`config.mk`:
```
export PLATFORM = sky130hd
export DESIGN_NAME = spi_master_crc
export DESIGN_NICKNAME = d
export VERILOG_FILES = /design/src/rtl/spi_master_crc.sv
export SDC_FILE = /design/constraint.sdc
export NUM_CORES = 1
export LEC_CHECK = 0
export CORE_ASPECT_RATIO = 0.6
export CORE_MARGIN = 4
export CORE_UTILIZATION = 30
export DETAILED_ROUTE_END_ITERATION = 6
export PLACE_DENSITY_LB_ADDON = 0.15
export SYNTH_ARGS = -nofsm -noshare
export SYNTH_HDL_FRONTEND = slang
export SYNTH_SLANG_ARGS = --single-unit
```
`constraint.sdc`:
```
create_clock -name clk -period 3.94 [get_ports clk]
set_clock_uncertainty 0.05 [all_clocks]
set_input_delay 0.591 -clock clk [delete_from_list [all_inputs] [get_ports clk]]
set_output_delay 0.591 -clock clk [all_outputs]
set_load 0.02 [all_outputs]
```
`src/rtl/spi_master_crc.sv`:
```
// -----------------------------------------------------------------------------
// spi_master_crc
//
// SPI master (mode 0: sck idle low, data launched on sck rising, sampled on sck
// falling) moving one fixed 32-bit frame per request: a 24-bit payload, MSB
// first, followed by an 8-bit CRC, MSB first. The CRC is CRC-8, polynomial
// 0x1D, initial value 0xFF, no final XOR, computed bit-serially over the
// payload. The same CRC is computed locally over the received payload and
// compared against the 8 CRC bits returned by the slave.
//
// Optional feature macro: SPI_MASTER_CRC_CHECK_EN
//   defined   : CRC is generated on bits 24-31 and checked on receive.
//   undefined : bits 24-31 carry 0x00, received CRC bits are dropped and
//               crc_err stays 0. Frame length and timing are identical.
//
// Parameters
//   CLK_DIV   sck half-period in clk cycles (>= 1)
//   CS_SETUP  clk cycles from csn low to the start of the first sck low phase
//   CS_HOLD   clk cycles from the last sck falling edge to csn high
//
// Ports
//   clk      in   system clock, all logic on its rising edge
//   rst      in   asynchronous active-high reset
//   start    in   single-cycle frame request, accepted only while idle
//   tx_data  in   24-bit payload to send
//   busy     out  high while a frame is in progress (low again in the done cycle)
//   done     out  one-cycle pulse at the end of a frame
//   rx_data  out  24-bit payload received, updated only in the done cycle
//   crc_err  out  received CRC differs from local CRC, updated only in the done cycle
//   sck      out  SPI clock, idle low
//   csn      out  chip select, active low
//   mosi     out  master data out
//   miso     in   slave data in
// -----------------------------------------------------------------------------
module spi_master_crc #(
  parameter int CLK_DIV  = 4,
  parameter int CS_SETUP = 2,
  parameter int CS_HOLD  = 2
) (
  input  logic        clk,
  input  logic        rst,
  input  logic        start,
  input  logic [23:0] tx_data,
  output logic        busy,
  output logic        done,
  output logic [23:0] rx_data,
  output logic        crc_err,
  output logic        sck,
  output logic        csn,
  output logic        mosi,
  input  logic        miso
);

  typedef enum logic [2:0] {
    ST_IDLE  = 3'd0,
    ST_SETUP = 3'd1,
    ST_XFER  = 3'd2,
    ST_HOLD  = 3'd3,
    ST_DONE  = 3'd4
  } state_t;

  // Phase counter values inside one bit period: the cycle at HALF_LAST is the
  // last low cycle (sck rises at its end), PER_LAST the last high cycle.
  localparam logic [15:0] HALF_LAST = 16'(CLK_DIV - 1);
  localparam logic [15:0] PER_LAST  = 16'(2 * CLK_DIV - 1);
  localparam logic [15:0] SETUP_CYC = 16'(CS_SETUP);
  localparam logic [15:0] HOLD_CYC  = 16'(CS_HOLD);
  localparam logic [4:0]  PAY_BITS  = 5'd24;
  localparam logic [4:0]  LAST_BIT  = 5'd31;

`ifdef SPI_MASTER_CRC_CHECK_EN
  // One bit-serial CRC-8 step, polynomial 0x1D.
  function automatic logic [7:0] crc8_step(input logic [7:0] crc, input logic din);
    logic fb;
    fb = crc[7] ^ din;
    crc8_step = {crc[6:0], 1'b0} ^ (fb ? 8'h1D : 8'h00);
  endfunction
`endif

  state_t      state_r, state_s;
  logic [15:0] cnt_r, cnt_s;
  logic [4:0]  bit_cnt_r, bit_cnt_s;
  logic [23:0] tx_sh_r, tx_sh_s;
  logic [23:0] rx_sh_r, rx_sh_s;
  logic        sck_r, sck_s;
  logic        csn_r, csn_s;
  logic        mosi_r, mosi_s;
  logic        busy_r, busy_s;
  logic        done_r, done_s;
  logic [23:0] rx_data_r, rx_data_s;
  logic        crc_err_r, crc_err_s;
`ifdef SPI_MASTER_CRC_CHECK_EN
  logic [7:0]  tx_crc_r, tx_crc_s;   // CRC being generated, then shifted out
  logic [7:0]  rx_crc_r, rx_crc_s;   // CRC computed locally over received payload
  logic [7:0]  rx_rcv_r, rx_rcv_s;   // CRC bits returned by the slave
`endif

  assign sck     = sck_r;
  assign csn     = csn_r;
  assign mosi    = mosi_r;
  assign busy    = busy_r;
  assign done    = done_r;
  assign rx_data = rx_data_r;
  assign crc_err = crc_err_r;

  // Next-state and next-register logic for the frame sequencer.
  always_comb begin
    state_s   = state_r;
    cnt_s     = cnt_r;
    bit_cnt_s = bit_cnt_r;
    tx_sh_s   = tx_sh_r;
    rx_sh_s   = rx_sh_r;
    sck_s     = sck_r;
    csn_s     = csn_r;
    mosi_s    = mosi_r;
    busy_s    = busy_r;
    done_s    = 1'b0;
    rx_data_s = rx_data_r;
    crc_err_s = crc_err_r;
`ifdef SPI_MASTER_CRC_CHECK_EN
    tx_crc_s  = tx_crc_r;
    rx_crc_s  = rx_crc_r;
    rx_rcv_s  = rx_rcv_r;
`endif
    case (state_r)
      ST_IDLE: begin
        if (start) begin
          state_s   = ST_SETUP;
          cnt_s     = 16'd0;
          bit_cnt_s = 5'd0;
          tx_sh_s   = tx_data;
          sck_s     = 1'b0;
          csn_s     = 1'b0;
          busy_s    = 1'b1;
`ifdef SPI_MASTER_CRC_CHECK_EN
          tx_crc_s  = 8'hFF;
          rx_crc_s  = 8'hFF;
          rx_rcv_s  = 8'h00;
`endif
        end else begin
          state_s = ST_IDLE;
        end
      end
      ST_SETUP: begin
        if ((cnt_r + 16'd1) >= SETUP_CYC) begin
          state_s = ST_XFER;
          cnt_s   = 16'd0;
          sck_s   = 1'b0;
        end else begin
          cnt_s = cnt_r + 16'd1;
        end
      end
      ST_XFER: begin
        if (cnt_r == HALF_LAST) begin
          // Rising edge: launch the next bit.
          sck_s = 1'b1;
          cnt_s = cnt_r + 16'd1;
          if (bit_cnt_r < PAY_BITS) begin
            mosi_s  = tx_sh_r[23];
            tx_sh_s = {tx_sh_r[22:0], 1'b0};
`ifdef SPI_MASTER_CRC_CHECK_EN
            tx_crc_s = crc8_step(tx_crc_r, tx_sh_r[23]);
`endif
          end else begin
`ifdef SPI_MASTER_CRC_CHECK_EN
            mosi_s   = tx_crc_r[7];
            tx_crc_s = {tx_crc_r[6:0], 1'b0};
`else
            mosi_s   = 1'b0;
`endif
          end
        end else if (cnt_r == PER_LAST) begin
          // Falling edge: capture miso, advance to the next bit or finish.
          sck_s = 1'b0;
          cnt_s = 16'd0;
          if (bit_cnt_r < PAY_BITS) begin
            rx_sh_s = {rx_sh_r[22:0], miso};
`ifdef SPI_MASTER_CRC_CHECK_EN
            rx_crc_s = crc8_step(rx_crc_r, miso);
`endif
          end else begin
`ifdef SPI_MASTER_CRC_CHECK_EN
            rx_rcv_s = {rx_rcv_r[6:0], miso};
`else
            rx_sh_s  = rx_sh_r;
`endif
          end
          if (bit_cnt_r == LAST_BIT) begin
            state_s = ST_HOLD;
          end else begin
            bit_cnt_s = bit_cnt_r + 5'd1;
          end
        end else begin
          cnt_s = cnt_r + 16'd1;
        end
      end
      ST_HOLD: begin
        if ((cnt_r + 16'd1) >= HOLD_CYC) begin
          state_s   = ST_DONE;
          cnt_s     = 16'd0;
          bit_cnt_s = 5'd0;
          csn_s     = 1'b1;
          busy_s    = 1'b0;
          done_s    = 1'b1;
          rx_data_s = rx_sh_r;
`ifdef SPI_MASTER_CRC_CHECK_EN
          crc_err_s = (rx_rcv_r != rx_crc_r);
`else
          crc_err_s = 1'b0;
`endif
        end else begin
          cnt_s = cnt_r + 16'd1;
        end
      end
      ST_DONE: begin
        // start seen here is deliberately dropped; idle accepts it next cycle.
        state_s = ST_IDLE;
      end
      default: begin
        state_s = ST_IDLE;
        sck_s   = 1'b0;
        csn_s   = 1'b1;
        busy_s  = 1'b0;
      end
    endcase
  end

  // State register.
  always_ff @(posedge clk or posedge rst) begin
    if (rst) begin
      state_r <= ST_IDLE;
    end else begin
      state_r <= state_s;
    end
  end

  // Datapath and output registers.
  always_ff @(posedge clk or posedge rst) begin
    if (rst) begin
      cnt_r     <= 16'd0;
      bit_cnt_r <= 5'd0;
      tx_sh_r   <= 24'd0;
      rx_sh_r   <= 24'd0;
      sck_r     <= 1'b0;
      csn_r     <= 1'b1;
      mosi_r    <= 1'b0;
      busy_r    <= 1'b0;
      done_r    <= 1'b0;
      rx_data_r <= 24'd0;
      crc_err_r <= 1'b0;
`ifdef SPI_MASTER_CRC_CHECK_EN
      tx_crc_r  <= 8'hFF;
      rx_crc_r  <= 8'hFF;
      rx_rcv_r  <= 8'h00;
`endif
    end else begin
      cnt_r     <= cnt_s;
      bit_cnt_r <= bit_cnt_s;
      tx_sh_r   <= tx_sh_s;
      rx_sh_r   <= rx_sh_s;
      sck_r     <= sck_s;
      csn_r     <= csn_s;
      mosi_r    <= mosi_s;
      busy_r    <= busy_s;
      done_r    <= done_s;
      rx_data_r <= rx_data_s;
      crc_err_r <= crc_err_s;
`ifdef SPI_MASTER_CRC_CHECK_EN
      tx_crc_r  <= tx_crc_s;
      rx_crc_r  <= rx_crc_s;
      rx_rcv_r  <= rx_rcv_s;
`endif
    end
  end

endmodule

```
==> flow_metrics.env <==
export IMPL_cts_root_buf="clkbuf_16"
export IMPL_hold_violations=0
export IMPL_cp_max_fo=26
export IMPL_worst_hold_path_type="flop to flop"
export IMPL_syn2layout_area_growth_pct=20.6
export IMPL_rows=35
export IMPL_synth_top_area_share_pct=51.7
export IMPL_overflow=0
export IMPL_die_h_um=106
export IMPL_place_ws_ns=0.883
export IMPL_avgSynthCellArea_um2=11.6
export IMPL_ys_seq_area_share_pct=52.3
export IMPL_core_area_um2=15600
export IMPL_p_leak_nw=2.63
export IMPL_ant_nets=0
export IMPL_path_class="flop to flop"
export IMPL_die_x_um=172
export IMPL_first_iter_violations=206
export IMPL_cp_slowest_cell="dfrtp_1"
export IMPL_hpwl_um=7080
export IMPL_htree_num_levels=3
export IMPL_critPathMaxStageDelay_ns=0.50
export IMPL_synth_distinct_cells=54
export IMPL_max_cap_violations=0
export IMPL_worstMarginPinSlew_ns=0.811
export IMPL_grt_max_degree=58
export IMPL_grtUsageTotal_pct=11.7
export IMPL_cp_arrival_ns=3.22
export IMPL_syn_area_um2=4840
export IMPL_register_area_um2=2530
export IMPL_insertion_delay_ns=0.34
export IMPL_die_area_um2=18300
export IMPL_port_buffer_count=56
export IMPL_ir_drop_uv=182
export IMPL_grt_pass1_vias=3183
export IMPL_cts_tree="yes"
export IMPL_cts_setup_buffers=0
export IMPL_ctsResizeCount=0
export IMPL_min_period_ns=3.05
export IMPL_synthCells=418
export IMPL_drc_errors=0
export IMPL_pwr_density_cell_nw_per_um2=335
export IMPL_synth_edf_count=0
export IMPL_dr_pass1_iters=4
export IMPL_clock_sinks=101
export IMPL_pin_count=58
export IMPL_hold_path_depth=2
export IMPL_layout_setup_ws_ns=0.895
export IMPL_max_freq_mhz=328
export IMPL_synth_largest_area_cell="dfrtp_1"
export IMPL_multiInputGateArea_um2=2110
export IMPL_drive_above_1_share_pct=18.2
export IMPL_synth_warnings=0
export IMPL_fin_crit_sh_pct=77.3
export IMPL_globalplace_congestion=0.803
export IMPL_antenna_found_initial=0
export IMPL_grt_pass1_wl_um=17000
export IMPL_async_reset_ff_share_pct=100
export IMPL_met2_wirelength_um=3850
export IMPL_yosys_most_used_dff="dfrtp_1"
export IMPL_whs_ns=0.429
export IMPL_cts_path_max_buffers=2
export IMPL_drv_slew=0
export IMPL_wirelength_met1_um=5320
export IMPL_fill_cells=1532
export IMPL_top_layer="met4"
export IMPL_diodes=0
export IMPL_vias=3226
export IMPL_slew_headroom_pct=46.0
export IMPL_synthTopCellsByArea="dfrtp_1 52%, mux2_2 7.2%, mux2_4 5.6%"
export IMPL_met3RoutedLength_um=719
export IMPL_status="complete, no violations"
export IMPL_crit_chain="ha_1 -> and3_4 -> and3_1 -> a31o_2 -> nand4_1 -> nor3_4 -> nand3b_4 -> mux2_2"
export IMPL_drt_wl_total_um=9960
export IMPL_setup_viol=0
export IMPL_final_common_cell="dfrtp_1"
export IMPL_reg2regPathDepth=8
export IMPL_viasPerCell=4.81
export IMPL_startpoint_type="flop"
export IMPL_synth_seq_cells=101
export IMPL_wl_per_cell_um=14.9
export IMPL_ctsHoldBuffers=0
export IMPL_setup_tns_ns=0
export IMPL_nets=494
export IMPL_syn_nets=450
export IMPL_clk_pin_slew_worst_paths_ns=0.07
export IMPL_final_cell_mix="100 x dfrtp_1, 56 x clkdlybuf4s50_1, 41 x o21ai_0"
export IMPL_critPathCaptureType="flop"
export IMPL_start_util_pct=31.0
export IMPL_cts_buffers=9
export IMPL_cp_data_required_time_ns=4.11
export IMPL_rsz0062_at_grt="no"
## critical path: cells and delay by family (launching register included)
kind | cells | cell delay, ns
adder cells (fa/ha/maj) | 1 | 0.33
AO/OA/AOI/OAI | 1 | 0.17
AND/OR/NAND/NOR | 5 | 1.50
multiplexers | 1 | 0.39
flip-flops | 1 | 0.50
## sequential cells by signal, indices dropped and copies added (netlist names)
signal,cells
tx_sh_r,24
busy,1
state_r,3
cnt_r,16
done,1
csn,1
rx_data,24
mosi,1
sck,1
rx_sh_r,24
bit_cnt_r,5
## path summary, 6_finish.rpt
check	startpoint	endpoint	slack, ns
setup / recovery	cnt_r[0]	rx_data[22]	0.89
hold / removal	tx_sh_r[14]	tx_sh_r[14]	0.43
setup reg to reg	cnt_r[0]	rx_data[22]	0.89
hold reg to reg	tx_sh_r[14]	tx_sh_r[14]	0.43
max in group asynchronous	rst	csn	2.47
min in group asynchronous	rst	tx_sh_r[13]	0.63
## cells in the mapped netlist (3+ instances only)
cell type and count:
dfrtp_1 100, o21ai_0 41, nand2_1 39, mux2_2 31
mux2i_1 23, mux2_4 18, nor3_1 12, nor2_1 11
clkbuf_1 10, inv_1 10, nand3_1 10, a21oi_1 9
buf_2 9, and3_1 8, a21o_1 6, nand4_1 6
nor4_1 5, xnor2_1 5, a22o_1 4, ha_1 4
o2bb2ai_1 4, a31o_2 3, a31oi_1 3, nor3b_1 3
xor2_1 3
## layer usage
metal | vias up | GRT usage, %
met5 | - | 0
met4 | 0 | 3.08
met3 | 9 | 4.24
met2 | 82 | 14.6
met1 | 1545 | 18.3
li1 | 1590 | -
## stage by stage
stage,cells,instance area (µm²),utilization (%),power [mW]
detailed placement,654,5550,35.6,1.12
global route,670,5830,37.4,2.05
global placement,654,5550,35.6,1.12
finish,670,5830,37.4,1.95
floorplan,418,4840,-,1.08
CTS,670,5830,37.4,1.99
## cells by family after synthesis
logic type               after synthesis  share of synthesized area [%]
AND/OR/NAND/NOR                      111                           12.8
flip-flops                           101                           52.3
AO/OA/AOI/OAI                         83                           10.6
multiplexers                          72                           17.6
buffers and inverters                 38                           4.22
XOR/XNOR                               8                           1.45
adder cells (fa/ha/maj)                4                           1.03
other                                  1                         0.0775
## cell type report
cell class	instances	share of cell area, %
clock inverter	7	1.07
clock buffer	9	3.86
sequential	101	43.4
inverter	10	0.686
multi-input combinational	279	36.2
timing repair buffer	61	10.5
tap	203	4.35
## where the power goes
group	leakage (nW)	internal, mW	switching, mW
Combinational	1.12	0.0289	0.0263
Sequential	1.37	1.04	0.00250
Clock	0.139	0.443	0.414
Total	2.63	1.51	0.443
Power figures use the tool's default switching activity.
